## src/rtl/mem_march_master.sv

```systemverilog
// Four-phase march-test initiator for the single-port test memory.
// Writes P ascending, reads P ascending, writes ~P descending, reads ~P descending.
module mem_march_master #(
  parameter int unsigned ADDR_WIDTH = 32,
  parameter int unsigned DATA_WIDTH = 32,
  parameter int unsigned DEPTH      = 16
) (
  input  logic                  clk,
  input  logic                  rst_n,
  input  logic                  start,
  input  logic [DATA_WIDTH-1:0] pattern,
  output logic                  busy,
  output logic                  done,
  output logic                  pass,
  output logic [15:0]           err_count,
  output logic [ADDR_WIDTH-1:0] fail_addr,
  output logic [DATA_WIDTH-1:0] fail_exp,
  output logic [DATA_WIDTH-1:0] fail_act,
  output logic                  mem_en,
  output logic                  mem_wr,
  output logic [ADDR_WIDTH-1:0] mem_addr,
  output logic [DATA_WIDTH-1:0] mem_wdata,
  input  logic [DATA_WIDTH-1:0] mem_rdata,
  input  logic                  mem_valid
);

  localparam int unsigned CNT_W = (DEPTH > 1) ? $clog2(DEPTH) : 1;
  localparam logic [CNT_W-1:0] LAST_ADDR = CNT_W'(DEPTH - 1);
  localparam logic [15:0] ERR_MAX = 16'hFFFF;

  typedef enum logic [2:0] {IDLE, W0, R0, D0, W1, R1, D1, FIN} state_t;

  state_t                state, state_d;
  logic [CNT_W-1:0]      cnt, cnt_d;
  logic [DATA_WIDTH-1:0] pat, pat_d;
  logic                  busy_d, done_d, pass_d;
  logic [15:0]           err_d;
  logic [ADDR_WIDTH-1:0] fail_addr_d;
  logic [DATA_WIDTH-1:0] fail_exp_d, fail_act_d;
  logic                  first_seen, first_seen_d;
  logic                  mem_en_d, mem_wr_d;
  logic [ADDR_WIDTH-1:0] mem_addr_d;
  logic [DATA_WIDTH-1:0] mem_wdata_d;
  // One-stage compare pipeline: the read on the bus this cycle is checked next cycle
  logic                  cmp_vld, cmp_vld_d;
  logic [DATA_WIDTH-1:0] cmp_exp, cmp_exp_d;
  logic [CNT_W-1:0]      cmp_addr, cmp_addr_d;
  logic                  mismatch_c;

  assign mismatch_c = cmp_vld && (!mem_valid || (mem_rdata != cmp_exp));

  // Next-state and next-output logic
  always_comb begin
    state_d      = state;
    cnt_d        = cnt;
    pat_d        = pat;
    busy_d       = busy;
    done_d       = 1'b0;
    pass_d       = pass;
    err_d        = err_count;
    fail_addr_d  = fail_addr;
    fail_exp_d   = fail_exp;
    fail_act_d   = fail_act;
    first_seen_d = first_seen;
    mem_en_d     = mem_en;
    mem_wr_d     = mem_wr;
    mem_wdata_d  = mem_wdata;
    cmp_vld_d    = 1'b0;
    cmp_exp_d    = cmp_exp;
    cmp_addr_d   = cmp_addr;

    if (mismatch_c) begin
      if (err_count != ERR_MAX) err_d = err_count + 16'd1;
      if (!first_seen) begin
        first_seen_d = 1'b1;
        fail_addr_d  = ADDR_WIDTH'(cmp_addr);
        fail_exp_d   = cmp_exp;
        fail_act_d   = mem_rdata;
      end
    end

    case (state)
      IDLE: begin
        mem_en_d = 1'b0;
        if (start) begin
          pat_d        = pattern;
          err_d        = '0;
          pass_d       = 1'b0;
          fail_addr_d  = '0;
          fail_exp_d   = '0;
          fail_act_d   = '0;
          first_seen_d = 1'b0;
          cnt_d        = '0;
          busy_d       = 1'b1;
          mem_en_d     = 1'b1;
          mem_wr_d     = 1'b1;
          mem_wdata_d  = pattern;
          state_d      = W0;
        end
      end
      W0: begin
        if (cnt == LAST_ADDR) begin
          cnt_d    = '0;
          mem_wr_d = 1'b0;
          state_d  = R0;
        end else begin
          cnt_d = cnt + CNT_W'(1);
        end
      end
      R0: begin
        cmp_vld_d  = 1'b1;
        cmp_exp_d  = pat;
        cmp_addr_d = cnt;
        if (cnt == LAST_ADDR) begin
          mem_en_d = 1'b0;
          state_d  = D0;
        end else begin
          cnt_d = cnt + CNT_W'(1);
        end
      end
      D0: begin
        cnt_d       = LAST_ADDR;
        mem_en_d    = 1'b1;
        mem_wr_d    = 1'b1;
        mem_wdata_d = ~pat;
        state_d     = W1;
      end
      W1: begin
        if (cnt == '0) begin
          cnt_d    = LAST_ADDR;
          mem_wr_d = 1'b0;
          state_d  = R1;
        end else begin
          cnt_d = cnt - CNT_W'(1);
        end
      end
      R1: begin
        cmp_vld_d  = 1'b1;
        cmp_exp_d  = ~pat;
        cmp_addr_d = cnt;
        if (cnt == '0) begin
          mem_en_d = 1'b0;
          state_d  = D1;
        end else begin
          cnt_d = cnt - CNT_W'(1);
        end
      end
      D1: begin
        // The last R1 compare lands on this edge, so pass uses the updated count
        busy_d  = 1'b0;
        done_d  = 1'b1;
        pass_d  = (err_d == '0);
        state_d = FIN;
      end
      FIN: begin
        state_d = IDLE;
      end
      default: begin
        state_d = IDLE;
      end
    endcase

    mem_addr_d = ADDR_WIDTH'(cnt_d);
  end

  // State and registered outputs
  always_ff @(posedge clk or negedge rst_n) begin
    if (!rst_n) begin
      state      <= IDLE;
      cnt        <= '0;
      pat        <= '0;
      busy       <= 1'b0;
      done       <= 1'b0;
      pass       <= 1'b0;
      err_count  <= '0;
      fail_addr  <= '0;
      fail_exp   <= '0;
      fail_act   <= '0;
      first_seen <= 1'b0;
      mem_en     <= 1'b0;
      mem_wr     <= 1'b0;
      mem_addr   <= '0;
      mem_wdata  <= '0;
      cmp_vld    <= 1'b0;
      cmp_exp    <= '0;
      cmp_addr   <= '0;
    end else begin
      state      <= state_d;
      cnt        <= cnt_d;
      pat        <= pat_d;
      busy       <= busy_d;
      done       <= done_d;
      pass       <= pass_d;
      err_count  <= err_d;
      fail_addr  <= fail_addr_d;
      fail_exp   <= fail_exp_d;
      fail_act   <= fail_act_d;
      first_seen <= first_seen_d;
      mem_en     <= mem_en_d;
      mem_wr     <= mem_wr_d;
      mem_addr   <= mem_addr_d;
      mem_wdata  <= mem_wdata_d;
      cmp_vld    <= cmp_vld_d;
      cmp_exp    <= cmp_exp_d;
      cmp_addr   <= cmp_addr_d;
    end
  end

endmodule

```

## config.mk

```make
export PLATFORM = sky130hd
export DESIGN_NAME = mem_march_master
export DESIGN_NICKNAME = d
export VERILOG_FILES = /design/src/rtl/mem_march_master.sv
export SDC_FILE = /design/constraint.sdc
export NUM_CORES = 1
export LEC_CHECK = 0
export CAP_MARGIN = 10
export CORE_MARGIN = 5
export CORE_UTILIZATION = 37
export CTS_CLUSTER_DIAMETER = 30
export DETAILED_ROUTE_END_ITERATION = 6
export PLACE_DENSITY = 0.62
export SYNTH_ARGS = -nofsm -noshare
export SYNTH_HDL_FRONTEND = slang
export SYNTH_SLANG_ARGS = --single-unit
```

## constraint.sdc

```tcl
create_clock -name clk -period 2.75 [get_ports clk]
set_clock_uncertainty 0.05 [all_clocks]
set_input_delay 0.275 -clock clk [delete_from_list [all_inputs] [get_ports clk]]
set_output_delay 0.275 -clock clk [all_outputs]
set_load 0.02 [all_outputs]
```

After elaboration in Yosys (flattened, before gate mapping):

Index checks and enable logic that the tools add are counted.

* input bits: 68
* output and inout port bits: 181
* bits in registers: 226
* logic and storage cells: 103

* bitwise gates (word level): 1
* $add $sub $neg: 3
* mux-type cells: 45
* eq/ne operators: 17
* reductions and logical operators: 20

Operators with widths (count)
* 32-bit 2-to-1 mux: 13
* 32-bit one-hot mux with 2 select lines: 2
* 16-bit 2-to-1 mux: 4
* 32-bit inequality test: 1
* 32-bit NOT: 1
* 3-bit one-hot mux with 8 select lines: 1
* 4-bit one-hot mux with 6 select lines: 1
* 4-bit 2-to-1 mux: 5
* 16-bit by 1-bit adder with 16-bit output (second input constant): 1
* 16-bit zero test: 1
* 16-bit inequality test (second input constant): 1
* 3-bit 2-to-1 mux: 5
* 2-bit inequality test (second input constant): 7
* 3-bit == test (second input constant): 4
* 1-bit 2-to-1 mux: 10
* 1-bit one-hot mux with 4 select lines: 2
* 4-bit AND reduction: 2
* 4-bit nonzero test: 2
* 3-bit by 2-bit == test with 1-bit output (second input constant): 2
* 2-bit AND reduction: 3
* 2-bit nonzero test: 3
* 6-bit nonzero test: 1
* 5-bit AND reduction: 1
* 4-bit by 1-bit adder with 4-bit output (second input constant): 1
* other kinds (11): 12

Longest topological paths before layout:

* word-level depth: 6
* depth in mapped cells: 10
* mapped depth without buffers: 9

Worst setup path after synthesis:

OpenSTA, ideal clock, no wires.

* path kind: register to register
* start: register err_count[0]
* end: register pass
* setup time: 0.067 ns
* period minus slack after synthesis: 2.705 ns
* arrival time: 2.588 ns
* path slack: 0.045 ns
* buffers on the path: 1
* cell stages (with the launch flop): 11
* required time: 2.633 ns
* path through: dfrtp_1 -> ha_1 -> nand3_2 -> or4_4 -> and2_1 -> buf_6 -> nor2b_4 -> a211o_1 -> a22oi_1 -> and4_1 -> a32o_1

* word-level cells in the longest chain between the ends: 5
* elaborated cells between the ends (all ways): 6
* classes of those cells: add/sub: 1; eq/ne: 1; mux: 3; reduce/logical: 1

Ends and longest elaborated chain
* start, declared: RTL line 15 `output logic [15:0] err_count,`
* start signal, assigned: RTL line 194 `err_count <= err_d;`
* 16-bit by 1-bit adder with 16-bit output / 16-bit inequality test (equally long branches): RTL line 73 `if (err_count != ERR_MAX) err_d = err_count + 16'd1;`
* 16-bit 2-to-1 mux: RTL line 73
* 16-bit 2-to-1 mux *: RTL line 72 `if (mismatch_c) begin`
* 16-bit zero test *: RTL line 152 `pass_d = (err_d == '0);`
* 1-bit one-hot mux with 2 select lines *: RTL line 82 `case (state)`
* end signal, assigned: RTL line 193 `pass <= pass_d;`
* end, declared: RTL line 14 `output logic pass,`

Every way passes the cells marked *; elsewhere a longest branch is shown, timed or not.
A chain may end at the register's enable or synchronous reset.

Final worst setup path:

* start: register cmp_exp[31]
* end: register pass

* word-level cells in the longest chain between the ends: 6

Ends and longest elaborated chain
* start, declared: RTL line 46 `logic [DATA_WIDTH-1:0] cmp_exp, cmp_exp_d;`
* start signal, assigned: RTL line 204 `cmp_exp <= cmp_exp_d;`
* 32-bit inequality test: RTL line 50 `assign mismatch_c = cmp_vld && (!mem_valid || (mem_rdata != cmp_exp));`
* 1-bit logical OR: RTL line 50
* 1-bit logical AND: RTL line 50
* 16-bit 2-to-1 mux: RTL line 72
* 16-bit zero test: RTL line 152
* 1-bit one-hot mux with 2 select lines: RTL line 82

Every way passes these cells.

==> impl_metrics.yaml <==
route:
  vias: 8847
  vias_per_cell: 4.95
  wire_per_inst_um: 17.6
  drc: 0
  dr.first_iter.drc_count: 576
  totalWireLength_um: 31600
  drt-pass1-iter-count: 5
  ant_nets: 0
clock_network:
  clock_path_buffers: 3
  clock_insertion_delay_worst_skew_ps: 530
  cts_tree: "done"
  clockRootBuffer: "clkbuf_16"
  clk_pin_slew_ps: 50
  cts.htree.levels: 2
  cts.sinks: 226
  numCtsBuffers: 51
placed_design:
  preCtsSetupSlack_ps: -328
  gp_congestion: 0.840
  portBuffers: 220
  dp_hpwl_um: 21500
sta:
  finalHoldViolCount: 0
  setup_violations: 0
  timing.fmax_mhz: 385
  worst_slew_pin_slew_ps: 1130
  whs_ps: 244
  finalCritPeriodShare_pct: 94.6
  fin_ws_ps: 150
  setup-tns-final_ps: 0
  final_max_slew_viol_count: 0
  period_needed_ps: 2600
  rsz0062_at_grt: "false"
  slew_headroom_pct: 25.0
pwr:
  peakVddDrop_uv: 624
  powerDensity_nw_per_um2: 1200
  p_total_mw: 17.9
  leakagePower_nw: 6.77
critical_path:
  cpMaxStageDelayCell: "dfrtp_2"
  cp_common_cell: "buf_4"
  required_ps: 3160
  cp_top_family: "simple AND/OR/NAND/NOR gates"
  startpoint_type: "flop"
  cpPeakStageDelay_ps: 460
  crit_path_end_kind: "flop"
  cp.buffers_inverters: 3
  criticalPathCategory: "reg -> reg"
  crit_chain: "xnor2_2 > nand4_1 > nor4_2 > buf_4 > nand3b_1 > buf_4 > buf_4 > a211o_1 > a2bb2oi_1 > and4_1 > a32o_1"
  cp_max_fo: 11
  cp.arrival_ps: 3010
global_route:
  grt_pass1_vias: 8908
  grt_max_degree: 79
  grt_overflow: 0
  antenna_found_initial: 0
  grt_usage_pct: 20.0
  grt_first_pass_wirelength_um: 50000
synth:
  ys_seq_area_share_pct: 55.3
  syn_area_um2: 10200
  synth_area_per_cell_um2: 9.07
  ys_types: 57
  synthFlopType: "dfrtp_1"
  postSynthCellCount: 1128
  ys_seq_elements: 226
  yosysWarnings: 0
  synth-async-reset-ratio_pct: 100
  synth-edff-count: 0
die:
  dieArea_um2: 31100
  start_util_pct: 37.7
  die_h_um: 176
  core_um2: 27100
  design.portCount: 249
  rows: 60
  die_x_um: 176
worst_hold_path:
  hp-class: "in -> async"
flow_run:
  drv_cap: 0
layout:
  area.growth.synth_to_final_pct: 46.1
  fin_nets: 1448
  insertedDiodeCount: 0
  fill_cells: 2417
  final_layout_size_suffix_gt1_share_pct: 11.4
  fin_util_pct: 55.1
run_status:
  status: "finished, final reports clean"
==> registers in the layout, summed over array words and instances (netlist names), 3 cells and up <==
| name | flops |
|---|---|
| cmp_exp | 32 |
| fail_act | 32 |
| fail_addr | 32 |
| fail_exp | 32 |
| mem_wdata | 32 |
| pat | 32 |
| err_count | 16 |
| cmp_addr | 4 |
| mem_addr | 4 |
| state | 3 |
==> worst reg2reg max path, cell delays in order (launching register included) <==
cell and delay, ps:
dfrtp_2 460, xnor2_2 180, nand4_1 180, nor4_2 310, buf_4 150, nand3b_1 70, buf_4 170, buf_4 180
a211o_1 280, a2bb2oi_1 180, and4_1 210, a32o_1 130
==> cells by family after synthesis <==
group           synth area share, %
compound gates                 11.1
xor+xnor                       4.11
fa+ha+maj                     0.367
buf+inv                        5.26
flops                          55.3
mux                           0.636
other cells                  0.0367
simple gates                   23.1
==> per-stage QoR <==
step / instance area (um2) / instances
2_1_floorplan: 10300 / 1155
3_3_place_gp: 13100 / 1693
3_5_place_dp: 13100 / 1693
4_1_cts: 14900 / 1789
5_1_grt: 14900 / 1789
6_report: 14900 / 1789
==> repair_timing <==
action / CTS / global route
pin swaps: 0 / 1
setup buffers: 2 / 0
endpoints found under the hold margin: 64 / 0
gates resized for setup: 0 / 5
hold buffers: 1 / 0
setup endpoints to repair: 1 / 37
==> per-layer routing <==
metal | wire, um | part of all wire [%] | track usage (%)
met1 | 14100 | 45 | 27.9
met2 | 14500 | 46 | 31.5
met3 | 2050 | 6.5 | 3.92
met4 | 896 | 2.8 | 6.56
met5 | 0 | 0 | 0
==> power breakdown <==
| group | switching, mW | total, mW | internal, mW |
|---|---|---|---|
| Clock | 1.84 | 6.37 | 4.54 |
| Combinational | 3.20 | 5.83 | 2.64 |
| Sequential | 1.16 | 5.68 | 4.52 |
| Total | 6.20 | 17.9 | 11.7 |
==> cells in the final DEF (no fill, tap or decap), types with 5 or more instances in the layout <==
master           netlist  layout
clkbuf_1              66       5
nand4_1               10      10
buf_4                 28      38
and2_1                 6       5
a31oi_1                5       5
nand3_1               43      42
xnor2_1               25      23
xor2_1                23      23
clkbuf_16              0      53
clkdlybuf4s50_1        0     219
clkbuf_8               0      12
bufinv_16              0       8
buf_12                 0      12
o211ai_1              49      49
a21oi_1               76      76
nor2_1                31      29
nor4_1                 7       6
and3_1                32      32
conb_1                 1      28
clkinv_2               0      10
nand2_1              380     379
inv_1                 10      10
nor3_1                15      15
o21ai_0               30      30
dfrtp_1              226     225
==> worst paths after layout <==
kind,from,endpoint,slack [ps],depth (start not counted)
setup / recovery,cmp_exp[31],pass,150,11
hold / removal,rst_n,fail_addr[25],240,2
setup reg to reg,cmp_exp[31],pass,150,11
hold reg to reg,busy,busy,440,2
max in group asynchronous,rst_n,fail_exp[1],1620,3
min in group clk,pattern[23],pat[23],250,3
==> layout make-up <==
cell class	instances	area, um2	share of cell area [%]
clock buffer	70	1510	10.1
sequential	226	5660	37.8
tap	372	465	3.11
clock inverter	23	332	2.22
inverter	11	41.3	0.276
timing repair buffer	271	2740	18.4
multi-input combinational	816	4200	28.1
==> cells in the mapped netlist (3+ instances only) <==
library cell / count / area share, %
nor3_1: 15 / 0.73
and4_1: 4 / 0.34
a21oi_1: 76 / 3.7
o211ai_1: 49 / 3.6
xor2_1: 23 / 2.0
nand2_1: 380 / 14
nand4_1: 10 / 0.61
a211oi_1: 4 / 0.29
and2_1: 6 / 0.37
buf_1: 6 / 0.22
mux2_2: 4 / 0.44
buf_4: 28 / 2.1
nor2_1: 31 / 1.1
and3_1: 32 / 2.0
o21ai_0: 30 / 1.5
clkbuf_1: 66 / 2.4
xnor2_1: 25 / 2.1
inv_1: 10 / 0.37
nand3_1: 43 / 2.1
nor4_1: 7 / 0.43
o21a_1: 3 / 0.22
a31oi_1: 5 / 0.31
nand2b_1: 3 / 0.18
ha_1: 3 / 0.37
nor2b_1: 3 / 0.18
a211o_1: 3 / 0.26
dfrtp_1: 226 / 55
No activity file was read; power rests on OpenSTA's default activity.
